## src/rtl/lcd_link_arbiter.sv

```systemverilog
// lcd_link_arbiter: grants a shared SPI LCD serializer to the cmd or pix channel per transaction; LCD_ARB_RR_EN enables round-robin ties
module lcd_link_arbiter #(
  parameter int GAP_CYCLES = 36,
  parameter int TIMEOUT    = 4096,
  parameter int CNT_W      = 16
) (
  input  logic             CLK,
  input  logic             RESET,
  input  logic             CMD_VALID,
  input  logic [7:0]       CMD_DATA,
  input  logic             CMD_DC,
  input  logic             CMD_LAST,
  output logic             CMD_READY,
  input  logic             PIX_VALID,
  input  logic [7:0]       PIX_DATA,
  input  logic             PIX_LAST,
  output logic             PIX_READY,
  output logic             TX_VALID,
  output logic [7:0]       TX_DATA,
  output logic             TX_DC,
  input  logic             TX_READY,
  input  logic             TX_IDLE,
  output logic             TX_CS_HOLD,
  output logic [1:0]       GRANT,
  output logic             ABORT,
  output logic [CNT_W-1:0] BYTE_CNT
);
  typedef enum logic [1:0] {IDLE, XFER, DRAIN, GAP} state_t;
  state_t state, state_n;
  logic owner;
  logic [31:0] to_cnt, gap_cnt;
  logic xfer, busy, owner_valid, owner_last, accept, timeout_hit, pick_pix;
`ifdef LCD_ARB_RR_EN
  logic rr_ptr;
`endif
  // datapath mux from the owner, handshakes and next state
  always_comb begin
    xfer        = state == XFER;
    busy        = xfer || state == DRAIN;
    owner_valid = owner ? PIX_VALID : CMD_VALID;
    owner_last  = owner ? PIX_LAST : CMD_LAST;
    TX_VALID    = xfer && owner_valid;
    TX_DATA     = owner ? PIX_DATA : CMD_DATA;
    TX_DC       = owner || CMD_DC;
    CMD_READY   = xfer && !owner && TX_READY;
    PIX_READY   = xfer && owner && TX_READY;
    GRANT       = busy ? (owner ? 2'b10 : 2'b01) : 2'b00;
    TX_CS_HOLD  = busy;
    accept      = TX_VALID && TX_READY;
    timeout_hit = TIMEOUT != 0 && xfer && !owner_valid && to_cnt == 32'(TIMEOUT - 1);
`ifdef LCD_ARB_RR_EN
    pick_pix    = PIX_VALID && (!CMD_VALID || rr_ptr);
`else
    pick_pix    = !CMD_VALID;
`endif
    state_n     = (state == IDLE && (CMD_VALID || PIX_VALID)) ? XFER :
                  (xfer && ((accept && owner_last) || timeout_hit)) ? DRAIN :
                  (state == DRAIN && TX_IDLE) ? (GAP_CYCLES != 0 ? GAP : IDLE) :
                  (state == GAP && gap_cnt == 32'(GAP_CYCLES - 1)) ? IDLE : state;
  end
  // state register; reset drops CS immediately with no drain
  always_ff @(posedge CLK or posedge RESET)
    if (RESET) state <= IDLE;
    else state <= state_n;
  // owner latch, byte counter, stall timeout, CS-high gap and abort pulse
  always_ff @(posedge CLK or posedge RESET) begin
    if (RESET) begin
      owner    <= 1'b0;
      BYTE_CNT <= '0;
      to_cnt   <= '0;
      gap_cnt  <= '0;
      ABORT    <= 1'b0;
    end else begin
      ABORT   <= timeout_hit;
      gap_cnt <= state == GAP ? gap_cnt + 1 : '0;
      if (state == IDLE && state_n == XFER) begin
        owner    <= pick_pix;
        BYTE_CNT <= '0;
        to_cnt   <= '0;
      end else if (accept) begin
        if (!(&BYTE_CNT)) BYTE_CNT <= BYTE_CNT + 1'b1;
        to_cnt <= '0;
      end else if (xfer && !owner_valid) begin
        to_cnt <= timeout_hit ? '0 : to_cnt + 1;
      end
    end
  end
`ifdef LCD_ARB_RR_EN
  // favour the channel that did not own the transaction just closed
  always_ff @(posedge CLK or posedge RESET)
    if (RESET) rr_ptr <= 1'b0;
    else if (state == DRAIN && TX_IDLE) rr_ptr <= !owner;
`endif
endmodule

```

## config.mk

```make
export PLATFORM = sky130hd
export DESIGN_NAME = lcd_link_arbiter
export DESIGN_NICKNAME = d
export VERILOG_FILES = /design/src/rtl/lcd_link_arbiter.sv
export SDC_FILE = /design/constraint.sdc
export NUM_CORES = 1
export LEC_CHECK = 0
export CAP_MARGIN = 0
export CORE_ASPECT_RATIO = 1.75
export CORE_MARGIN = 10
export CORE_UTILIZATION = 65
export DETAILED_ROUTE_END_ITERATION = 10
export DONT_BUFFER_PORTS = 1
export HOLD_SLACK_MARGIN = 0.12
export PLACE_DENSITY = 0.83
export SYNTH_ARGS = -nofsm -noshare
export SYNTH_HDL_FRONTEND = slang
export SYNTH_SLANG_ARGS = --single-unit
```

## constraint.sdc

```tcl
create_clock -name CLK -period 4.04 [get_ports CLK]
set_input_delay 0.404 -clock CLK [delete_from_list [all_inputs] [get_ports CLK]]
set_output_delay 0.404 -clock CLK [all_outputs]
set_load 0.01 [all_outputs]
```

-- Yosys cells after proc, flatten, opt, wreduce, memory -nomap -nowiden
Index checks and enable logic that the tools add are counted.
W data, S select, Z words.
- equality and inequality tests: 7
- muxes and demuxes: 17
- add/sub/neg operators: 3
- reductions and logical operators: 26
- operators by type and width (cell ; number):
    $mux W32 ; 5
    $add A32 B1 Y32 const B ; 2
    $mux W16 ; 3
    $eq A32 B12 Y1 const B ; 1
    $eq A32 B6 Y1 const B ; 1
    $add A16 B1 Y16 const B ; 1
    $reduce_and A16 Y1 ; 1
    $logic_and A1 B1 Y1 ; 14
    $mux W2 ; 6
    $mux W8 ; 1
    $eq A2 B1 Y1 const B ; 2
    $eq A2 B2 Y1 const B ; 2
    $logic_or A1 B1 Y1 ; 4
    $logic_not A1 Y1 ; 3
    $reduce_bool A3 Y1 ; 1
    $logic_not A2 Y1 ; 1
    $mux W1 ; 2
    $ne A2 B2 Y1 const B ; 1
    $reduce_and A2 Y1 ; 1
    $reduce_bool A2 Y1 ; 1
- output and inout bits: 32
- logic and storage cells: 59
- bits of input ports: 25
- bits in registers: 84

-- Logic depth before layout (Yosys ltp)
Gate-level depths: netlist of run 1.
- depth in word-level cells: 12
- mapped depth: 10
- gate-level depth less buffers: 7

-- Least setup slack after synthesis of run 1
Ideal clock, no wire load.
- kind: register -> register
- start point: register to_cnt[0]
- end point: register to_cnt[19]
- data arrival time: 2.061 ns
- setup slack: 1.893 ns
- required time: 3.954 ns
- library setup time: 0.086 ns
- cell stages (with the launch flop): 8
- buffers on the path: 1
- period minus slack after synthesis: 2.147 ns
- cells stage by stage: dfrtp_1 ha_1 and4_1 nand3_1 o311ai_2 clkbuf_1 or4_1 a32oi_1
- word-level cells in the longest chain between the ends: 9
- elaborated cells between the ends (all ways): 14
- classes of those cells: 1 x add/sub; 2 x eq/ne; 6 x mux; 5 x reduce/logical
- RTL lines (item ; RTL line ; RTL):
    from (decl) ; 31 ; logic [31:0] to_cnt, gap_cnt;
    from (signal assigned) ; 84 ; to_cnt <= timeout_hit ? '0 : to_cnt + 1;
    branches (longest 9 deep; another with $add A32 B1 Y32) ; - ;
Several ways; the timed one is not identified. The select of a mux whose other input is x is not followed.
A chain may end at the register's enable or synchronous reset.

-- Final worst setup path of run 1
- start point: register owner
- end point: register to_cnt[30]
- word-level cells in the longest chain between the ends: 11
- elaborated cells between the ends (all ways): 19
- classes of those cells: 1 x eq/ne; 8 x mux; 10 x reduce/logical
- RTL lines (item ; RTL line ; RTL):
    from (decl) ; 30 ; logic owner;
    from (signal assigned) ; 77 ; owner <= pick_pix;
    $mux W1 ; 40 ; owner_valid = owner ? PIX_VALID : CMD_VALID;
    $logic_and A1 B1 Y1 / $logic_not A1 Y1 (equally long branches) ; 42, 50, 83 ;
    $logic_and A1 B1 Y1 (on tied branches) ; 49, 50, 83 ;
    $logic_and A1 B1 Y1 (on tied branches) ; 57, 50 ;
    $logic_or A1 B1 Y1 ; 57 ; (xfer && ((accept && owner_last) || timeout_hit)) ? DRAIN :
    $logic_and A1 B1 Y1 ; 57 ;
    $mux W2 ; 57 ;
    $mux W2 ; 56 ; state_n = (state == IDLE && (CMD_VALID || PIX_VALID)) ? XFER :
    $eq A2 B1 Y1 ; 76 ; if (state == IDLE && state_n == XFER) begin
    $logic_and A1 B1 Y1 ; 76 ;
    $reduce_bool A3 Y1 (no line) / $mux W32 (equally long branches) ; - ;
Parallel ways exist; a longest one is shown, timed or not. The select of a mux whose other input is x is not followed.

==> key figures, run 1 <==
Status
  • Status: finished, final reports clean

Floorplanning
  • Initial core utilization: 0.663
  • Core box area: 0.00751 sq mm
  • IO Pins: 57
  • Num rows: 42
  • DIE WIDTH: 86.2 um
  • Die ar.: 0.0117 sq mm
  • Die span in y: 136 um

Clocking
  • CTS root buffer: clkbuf_16
  • Reg clk slew, reported paths: 0.06 ns
  • Clock buffer depth: 2
  • CTS Sinks: 84
  • CTS buffer count: 9
  • TritonCTS clock tree: built
  • Post-cts sizing count: 0
  • CTS H-tree lvls: 3
  • Clk Latency, worst-skew pair: 0.34 ns

Pwr
  • Peak supply drop: 0.399 mV
  • Pwr dens: 485 mW/mm^2
  • Leak: 1.97 nW

Layout
  • Multi-input combinational cell area: 0.00268 sq mm
  • Non-filler cells, final: 628
  • Sequential Area: 0.00210 sq mm
  • Layout area overhead: 7.00%
  • Diode count: 0
  • Nets: 567
  • Layout cells sized above 1: 0.0741
  • Number of fill cells: 546

STA
  • Max Slew Vio Count: 0
  • Clock skew: 0.00784 ns
  • Relative slew slack: 0.244
  • Final Cycle Share: 0.664
  • RSZ-0062 raised after global routing: no
  • Fmax: 373 MHz
  • Setup TNS: 0 ns
  • Finish-stage setup viols: 0
  • Worst-Margin Slew: 1.13 ns
  • Final Hold Vio Count: 0
  • Final worst path period need: 2.68 ns

Critical path
  • Crit Path Max Fanout: 17
  • CP endpoint kind: flop
  • Startpoint Class: flop
  • WP data required: 4.22 ns
  • Crit Path Class: reg -> reg
  • Crit path DAT: 2.87 ns

Global route
  • GR Util All Layers: 0.216
  • GR Overflow Total: 0
  • First-pass GRT wire length: 20,700 um
  • Initial antenna violation count: 0
  • Vias in the first global route: 4,304
  • Largest net degree at the start of global routing: 49

Synth
  • Syn avg cell area: 9.01 sq um
  • Mapped Cells: 553
  • Synth cell types: 51
  • YS warnings: 0
  • Cell area after synthesis: 0.00498 sq mm
  • Mapped Nets: 585
  • Post-synthesis sequential area ratio: 0.422
  • #FFs+latches synth: 84

Detailed routing
  • Vias per inst: 7.07
  • Residual DRC: 0
  • Routed len/inst: 20.5 um
  • Routed Antenna Nets: 0
  • DR pass1 iterations: 5
  • Routed WL: 12,900 um
  • Vias post-DR: 4,441
  • Iter 0 DRT Violations: 394

Placed design
  • Port Buf Inserts: 0
  • Inst Count DP: 611
  • DP Wirelength: 8760 um
  • Routability Congestion: 0.897

Flow run
  • MaxCap Viol Count: 0

Min path
  • HP Class: in -> reg
## metrics by stage
step / util / instance area, sq um / hold slack, ns / worst slack [ns] / power, mW
finish: 0.710 / 5330 / 0.220 / 1.36 / 2.59
global route: 0.710 / 5330 / 0.212 / 1.18 / 2.70
CTS: 0.710 / 5330 / 0.218 / 1.39 / 2.59
detailed placement: 0.666 / 5000 / 0.402 / 1.41 / 1.70
global placement: 0.666 / 5000 / 0.395 / 1.45 / 1.68
floorplan: - / 4980 / 0.417 / 1.47 / 1.53
## path summary, 6_finish.rpt
check / slack (ns) / endpoint / startpoint / depth (start not counted)
hold / removal: 0.22 / owner / PIX_VALID / 1
setup / recovery: 1.36 / to_cnt[30] / owner / 6
setup reg to reg: 1.36 / to_cnt[30] / owner / 6
min in group asynchronous: 0.61 / gap_cnt[10] / RESET / 2
hold reg to reg: 0.46 / gap_cnt[0] / gap_cnt[0] / 1
max in group asynchronous: 2.40 / to_cnt[20] / RESET / 3
## cells in the final DEF (no fill, tap or decap), drive strengths merged, types with 6 or more instances in the layout
cell type and count:
ha 7, a32oi 10, nor2 41, or3 9
a211oi 16, nor4b 6, nand4 17, nor4 22
o21ai 15, nand2 46, inv 16, nor3 15
mux2 8, and3 7, buf 7, dfrtp 84
o211ai 9, or4 13, a21oi 44, and4 7
nand3 35, clkbuf 12, and2 6, xnor2 29
a41oi 8
## worst max-delay path, stage by stage (launching register included)
cell and delay (ns):
dfrtp_1 0.32, buf_4 0.25, mux2i_4 0.39, nand4_2 0.21, o311ai_2 0.99, or4_1 0.24
a32oi_1 0.11
## routing by layer
| layer | share of wire | GRT usage | vias to the layer above |
|---|---|---|---|
| met5 | 0 | 0 | - |
| met4 | 0.030 | 0.109 | 0 |
| met3 | 0.071 | 0.0545 | 41 |
| met2 | 0.53 | 0.380 | 193 |
| met1 | 0.37 | 0.231 | 2170 |
| li1 | - | - | 2037 |
## what timing repair did
item                      CTS  global route
hold endpoints to repair   39             0
setup buffers               0             0
hold buffers                1             0
## where the power goes
group / internal (mW) / total [mW] / switching [mW]
clock: 0.558 / 0.884 / 0.327
combinational: 0.212 / 0.747 / 0.535
sequential: 0.890 / 0.956 / 0.0663
total: 1.66 / 2.59 / 0.928
## synth_stat cells (all sizes together)
cell type,n,share of area
dfrtp,84,0.42
nand2,46,0.035
a21oi,44,0.044
nor2,41,0.031
nand3,35,0.035
xnor2,29,0.051
clkbuf,27,0.021
nor4,22,0.032
inv,17,0.013
nand4,17,0.023
a211oi,16,0.024
nor3,15,0.016
o21ai,15,0.015
or4,13,0.020
a32oi,10,0.018
buf,10,0.011
o211ai,9,0.014
or3,9,0.011
a41oi,8,0.014
mux2,8,0.018
and3,7,0.0088
and4,7,0.012
ha,7,0.018
and2,6,0.0075
nor4b,6,0.011
mux2i,5,0.013
o31ai,5,0.0075
a221oi,4,0.0070
a22oi,4,0.0060
nor2b,4,0.0050
xor2,4,0.0070
o211a,3,0.0060
or2,3,0.0038
a31oi,2,0.0025
o21a,2,0.0030
o31a,2,0.0035
a21o,1,0.0015
a2bb2oi,1,0.0018
and4b,1,0.0020
nand2b,1,0.0013
o311a,1,0.0020
o311ai,1,0.0033
o32ai,1,0.0018
## layout make-up
class                   count  area share
inverters                  17      0.0122
clock buffers              12      0.0462
flip-flops and latches     84       0.394
well taps                  88      0.0206
clock inverters             4      0.0136
repair buffers              8      0.0117
multi-input cells         415       0.502
## sequential cells by signal, indices dropped and copies added, names as in the netlist
name	flops
owner	1
gap_cnt	32
state	2
ABORT	1
BYTE_CNT	16
to_cnt	32
## cell families (layout without fill, tap and decap cells)
group,count (synthesis),in the layout,share of synthesized area
buffers and inverters,54,41,0.0444
AO/OA/AOI/OAI,129,129,0.174
XOR/XNOR,33,33,0.0580
AND/OR/NAND/NOR,233,233,0.253
flip-flops,84,84,0.422
adder cells (fa/ha/maj),7,7,0.0176
multiplexers,13,13,0.0306
(Power assumes the default switching activity.)
==> inputs of run 2 (changes only) <==
- ABC_AREA: unset -> 1
- CORE_UTILIZATION: 65 -> 58
- PLACE_DENSITY: 0.83 -> 0.78
- clock period: 4.04 -> 2.2 ns (I/O delays scaled with it)
==> key figures, run 2 <==
Min path
  • HP Start: PIX_VALID
  • HP Class: in -> reg

Critical path
  • Startpoint Class: flop
  • CP Cell Sequence: inv_1, ha_1, inv_1, a21oi_2, nand2_2, inv_2, nand2_1, inv_1, nand2_1, xor2_1, nor2_1
  • Crit path DAT: 2.27 ns (-0.60 ns)
  • Crit Path Max Fanout: 7 (-10)
  • R2R Path Start: state[1]
  • Crit-path most repeated cell: inv_1
  • CP top delay family: buffers and inverters
  • CP max stage delay: 0.41 ns (-0.58 ns)
  • Critical path startpoint: state[1]
  • WP data required: 2.43 ns (-1.79 ns)
  • Buf+Inv Stages, Crit Path: 4 (+3)
  • CP endpoint kind: flop
  • CP max stage cell: dfrtp_1
  • Crit Path Class: reg -> reg

Synth
  • Mapped Nets: 866 (+48%)
  • Synth cell types: 35 (-31%)
  • Ys flop type: dfrtp_1
  • Number of synthesized flops with an enable pin: 0 (unchanged)
  • Syn avg cell area: 6.67 sq um (-26%)
  • Area share of the largest cell type after synthesis: 0.378 (-0.0436)
  • Yosys top cell by area: dfrtp_1
  • #FFs+latches synth: 84 (unchanged)
  • Commonest cells post-synth: nand2_1, nor2_1, inv_1, dfrtp_1
  • Most frequent cell after synthesis: nand2_1
  • Synth async-reset ratio: 1.00 (unchanged)
  • YS warnings: 0 (unchanged)
  • Post-synthesis sequential area ratio: 0.378 (-0.0436)
  • Mapped Cells: 834 (+51%)
  • Synth area leaders: dfrtp_1, nand2_1, nor2_1, inv_1, xor2_1
  • Cell area after synthesis: 0.00556 sq mm (+12%)

Clocking
  • Clk Latency, worst-skew pair: 0.35 ns (about the same)
  • Reg clk slew, reported paths: 0.07 ns (about the same)
  • CTS buffer count: 9 (unchanged)
  • CTS H-tree lvls: 3 (unchanged)
  • CTS root buffer: clkbuf_16
  • Clock buffer depth: 2 (unchanged)
  • CTS Sinks: 84 (unchanged)
  • TritonCTS clock tree: built

Detailed routing
  • DR WL met3: 685 um (-25%)
  • Vias per inst: 5.59 (-21%)
  • Top Metal Used: met4
  • Vias post-DR: 5,516 (+24%)
  • Routed len/inst: 16.5 um (-20%)
  • Routed Antenna Nets: 0 (unchanged)
  • Iter 0 DRT Violations: 294 (-25%)
  • DR pass1 iterations: 5 (unchanged)
  • Routed WL: 16,200 um (+26%)
  • Residual DRC: 0 (unchanged)
  • DR WL met2: 8920 um (+30%)
  • Met1 wire length: 5470 um (+16%)

Placed design
  • Place WS: 0.0703 ns (-1.34 ns)
  • DP Wirelength: 12,300 um (+41%)
  • Routability Congestion: 1.00 (+12%)
  • Cell Area, Placed: 0.00587 sq mm (+17%)
  • Port Buf Inserts: 0 (unchanged)

STA
  • Fmax: 490 MHz (+31%)
  • Final Cycle Share: 0.928 (+0.264)
  • Worst-Margin Slew: 0.645 ns (-0.487 ns)
  • Max Slew Vio Count: 0 (unchanged)
  • Finish-stage setup viols: 0 (unchanged)
  • Setup TNS: 0 ns (unchanged)
  • Final Hold Vio Count: 0 (unchanged)
  • Clock skew: 0.00700 ns (-0.000836 ns)
  • Final worst slack: 0.158 ns (-1.20 ns)
  • Relative slew slack: 0.568 (+0.324)
  • Hold slack: 0.144 ns (-0.0761 ns)
  • RSZ-0062 raised after global routing: yes
  • Final worst path period need: 2.04 ns (-0.641 ns)

Layout
  • Layout area overhead: 12.7%
  • Final core utilization: 0.666 (-0.0437)
  • Most common cell after layout, fill and taps aside: nand2_1
  • Number of fill cells: 848 (+55%)
  • Nets: 892 (+57%)
  • Most frequent cells in the layout: nand2_1, nor2_1, inv_1
  • Post-layout instance area: 0.00627 sq mm (+17%)
  • Diode count: 0 (unchanged)
  • Top flop regs: gap_cnt (32), to_cnt (32), BYTE_CNT (16)
  • Layout cells sized above 1: 0.102 (+0.0277)
  • Sequential Area: 0.00210 sq mm (unchanged)
  • Multi-input combinational cell area: 0.00297 sq mm (+11%)

Pwr
  • Pwr dens: 897 mW/mm^2 (+85%)
  • Leak: 2.86 nW (+45%)
  • Peak supply drop: 0.762 mV (+91%)

Global route
  • GR Overflow Total: 0 (unchanged)
  • First-pass GRT wire length: 26,300 um (+27%)
  • Largest net degree at the start of global routing: 85 (+73%)
  • Vias in the first global route: 5,630 (+31%)
  • Initial antenna violation count: 0 (unchanged)
  • GR Util All Layers: 0.237 (+0.0212)

Status
  • Status: finished, final reports clean

Floorplanning
  • IO Pins: 57 (unchanged)
  • Die ar.: 0.0141 sq mm (+20%)
  • Core box area: 0.00941 sq mm (+25%)
  • Die span in y: 150 um (+10%)
  • Initial core utilization: 0.591 (-0.0724)
  • Num rows: 47 (+12%)
  • DIE WIDTH: 94.0 um (+9.1%)

Flow run
  • MaxCap Viol Count: 0 (unchanged)
run 2: changes by cell type after synthesis, moves of 16 or more:
cell,previous run,this run
nor3_1,14,40
a21oi_1,44,16
nor2_2,0,19
a211oi_1,16,0
clkbuf_1,26,7
nand2_1,46,223
xor2_1,4,25
xnor2_1,29,7
inv_1,17,115
nor2_1,41,150
run 2: logic make-up (layout without fill, tap and decap cells):
logic type / Yosys count / after routing / synth area share
adders and majority gates: 7 / 7 / 0.0158
and+or+nand+nor: 513 / 513 / 0.394
DFF: 84 / 84 / 0.378
AOI/OAI and AO/OA: 63 / 63 / 0.0655
buffers and inverters: 135 / 166 / 0.0965
xor gates and xnor gates: 32 / 32 / 0.0504
run 2: area by class of cell:
| cell class | instances | share of cell area |
|---|---|---|
| Multi-Input combinational cell | 615 | 0.473 |
| Sequential cell | 84 | 0.335 |
| Inverter | 118 | 0.0713 |
| Timing Repair Buffer | 32 | 0.0463 |
| Clock buffer | 10 | 0.0381 |
| Tap cell | 122 | 0.0244 |
| Clock inverter | 6 | 0.0114 |
run 2: where the power goes:
part           leakage, nW  switching, mW  internal (mW)  total, mW
Sequential            1.16          0.169           1.70       1.87
Clock                0.151          0.670          0.923       1.59
Combinational         1.55           1.45          0.704       2.16
run 2: through the flow:
| stage | std cells | total power [mW] |
|---|---|---|
| floorplan | 834 | 3.26 |
| global placement | 966 | 3.90 |
| detailed placement | 966 | 3.97 |
| CTS | 984 | 5.57 |
| global route | 987 | 5.93 |
| finish | 987 | 5.62 |
run 2: worst paths after layout:
check	endpoint	slack, ns	depth (start not counted)
max	BYTE_CNT[10]	0.16	11
min	state[0]	0.14	2
max reg2reg	BYTE_CNT[10]	0.16	11
min reg2reg	gap_cnt[12]	0.53	1
max in group asynchronous	BYTE_CNT[11]	1.36	3
min in group asynchronous	to_cnt[14]	0.43	3
run 2: per-layer routing:
layer | track usage | vias to the layer above
met1 | 0.217 | 2543
met4 | 0.188 | 0
met5 | 0 | -
met2 | 0.447 | 208
met3 | 0.0331 | 82
li1 | - | 2683
run 2: what timing repair did:
action,in CTS,in global routing
setup buffers,0,3
endpoints found under the hold margin,85,0
setup endpoints to repair,0,53
hold buffers,2,0
gates resized for setup,0,15
==> inputs of run 3 (changes only) <==
- CORE_UTILIZATION: 58 -> 44
- HOLD_SLACK_MARGIN: 0.12 -> 0.15
- PLACE_DENSITY: 0.78 -> 0.63
==> key figures, run 3 (same netlist as run 2, synthesis figures left out) <==
Status
  • Status: finished, final reports clean

Global route
  • Largest net degree at the start of global routing: 33 (-61%)
  • Initial antenna violation count: 0 (unchanged)
  • GR Util All Layers: 0.183 (-0.0541)
  • GR Overflow Total: 0 (unchanged)
  • First-pass GRT wire length: 26,300 um (about the same)
  • Vias in the first global route: 5,408 (-3.9%)

Floorplanning
  • IO Pins: 57 (unchanged)
  • DIE WIDTH: 105 um (+12%)
  • Die span in y: 169 um (+13%)
  • Initial core utilization: 0.447 (-0.144)
  • Num rows: 54 (+15%)
  • Core box area: 0.0124 sq mm (+32%)
  • Die ar.: 0.0177 sq mm (+26%)

Critical path
  • WP data required: 2.47 ns (+0.04 ns)
  • CP top delay family: simple AND/OR/NAND/NOR gates
  • Startpoint Class: flop
  • Crit path DAT: 2.36 ns (+0.09 ns)
  • Crit Path Max Fanout: 16 (+9)
  • Buf+Inv Stages, Crit Path: 4 (unchanged)
  • Crit-path most repeated cell: nor2_4
  • CP Cell Sequence: inv_1, ha_1, inv_1, nor2_4, nand3_1, nor2_4, nor2_1, nand2_1, nand2_2, nand2_2, nor2_4, buf_12, buf_12, nor2_1
  • Crit Path Class: reg -> reg
  • CP max stage cell: dfrtp_1
  • CP endpoint kind: flop
  • CP max stage delay: 0.42 ns (about the same)

Layout
  • Diode count: 0 (unchanged)
  • Nets: 906 (+1.6%)
  • Top flop regs: gap_cnt (32), to_cnt (32), BYTE_CNT (16)
  • Non-filler cells, final: 1,046 (+6.0%)
  • Most common cell after layout, fill and taps aside: nand2_1
  • Layout area overhead: 16.3%
  • Layout cells sized above 1: 0.112 (+0.00988)
  • Most frequent cells in the layout: nand2_1, nor2_1, inv_1

Detailed routing
  • DR pass1 iterations: 6 (+1)
  • Iter 0 DRT Violations: 241 (-18%)
  • Residual DRC: 0 (unchanged)
  • Routed Antenna Nets: 0 (unchanged)
  • Routed len/inst: 15.9 um (-3.4%)
  • Vias per inst: 5.18 (-7.3%)
  • Vias post-DR: 5,419 (-1.8%)
  • Routed WL: 16,600 um (+2.4%)

STA
  • Final worst path period need: 2.09 ns (+0.0478 ns)
  • Finish-stage setup viols: 0 (unchanged)
  • Worst-Margin Slew: 0.672 ns (+0.0274 ns)
  • Max Slew Vio Count: 0 (unchanged)
  • Setup TNS: 0 ns (unchanged)
  • Relative slew slack: 0.551 (-0.0169)
  • Final Hold Vio Count: 0 (unchanged)
  • Final Cycle Share: 0.950 (+0.0217)
  • Fmax: 478 MHz (-2.3%)
  • Clock skew: 0.00734 ns (+0.000341 ns)

Clocking
  • Clk Latency, worst-skew pair: 0.34 ns (about the same)
  • Reg clk slew, reported paths: 0.07 ns (about the same)
  • CTS root buffer: clkbuf_16
  • TritonCTS clock tree: built
  • CTS buffer count: 9 (unchanged)
  • CTS H-tree lvls: 3 (unchanged)
  • Clock buffer depth: 2 (unchanged)
  • CTS Sinks: 84 (unchanged)

Pwr
  • Pwr dens: 888 mW/mm^2 (-0.97%)
  • Peak supply drop: 0.444 mV (-42%)
  • Tot Pwr: 5.74 mW (+2.2%)
  • Leak: 2.94 nW (+2.6%)

Placed design
  • Routability Congestion: 0.954 (-4.9%)
  • Inst Count DP: 1,021 (+5.7%)
  • DP Wirelength: 12,600 um (+2.7%)
  • Port Buf Inserts: 0 (unchanged)

Flow run
  • MaxCap Viol Count: 0 (unchanged)

Min path
  • HP Class: in -> reg
run 3: final timing paths:
path	cells past startpoint	start	slack, ns	end
worst min register to register	1	gap_cnt[4]	0.53	gap_cnt[4]
worst max register to register	14	state[1]	0.11	to_cnt[22]
min in group asynchronous	2	RESET	0.46	gap_cnt[26]
worst min-delay path	2	PIX_VALID	0.18	state[0]
max in group asynchronous	3	RESET	0.98	ABORT
worst max-delay path	14	state[1]	0.11	to_cnt[22]
run 3: cell type report:
cell class,instances,area [sq um]
fill,1293,5970
multi-input combinational,615,2970
sequential,84,2100
inverter,118,447
timing repair buffer,46,433
clock buffer,10,239
tap,168,210
clock inverter,5,61.3
run 3: per-layer routing:
metal | vias to the layer above | global-route usage | share of wire
li1 | 2713 | - | -
met1 | 2526 | 0.171 | 0.35
met2 | 126 | 0.366 | 0.57
met3 | 54 | 0.0202 | 0.028
met4 | 0 | 0.109 | 0.055
met5 | - | 0 | 0
run 3: metrics by stage:
stage / cell area [sq um] / utilization / setup slack [ns] / hold WS [ns]
6_report: 6460 / 0.520 / 0.110 / 0.177
3_5_place_dp: 5990 / 0.482 / 0.141 / 0.221
5_1_grt: 6460 / 0.520 / -0.0477 / 0.215
3_3_place_gp: 5990 / 0.482 / 0.173 / 0.223
2_1_floorplan: 5560 / - / 0.285 / 0.399
4_1_cts: 6310 / 0.508 / 0.123 / 0.165
run 3: power by group:
part           switching, mW  internal, mW  total (mW)
registers              0.187          1.70        1.89
logic                   1.47         0.832        2.30
clock network          0.646         0.911        1.56
run 3: repair_timing:
item,in CTS,in global routing
hold buffers,2,0
setup endpoints to repair,0,50
setup buffers,0,6
endpoints found under the hold margin,29,0
gates resized for setup,0,14
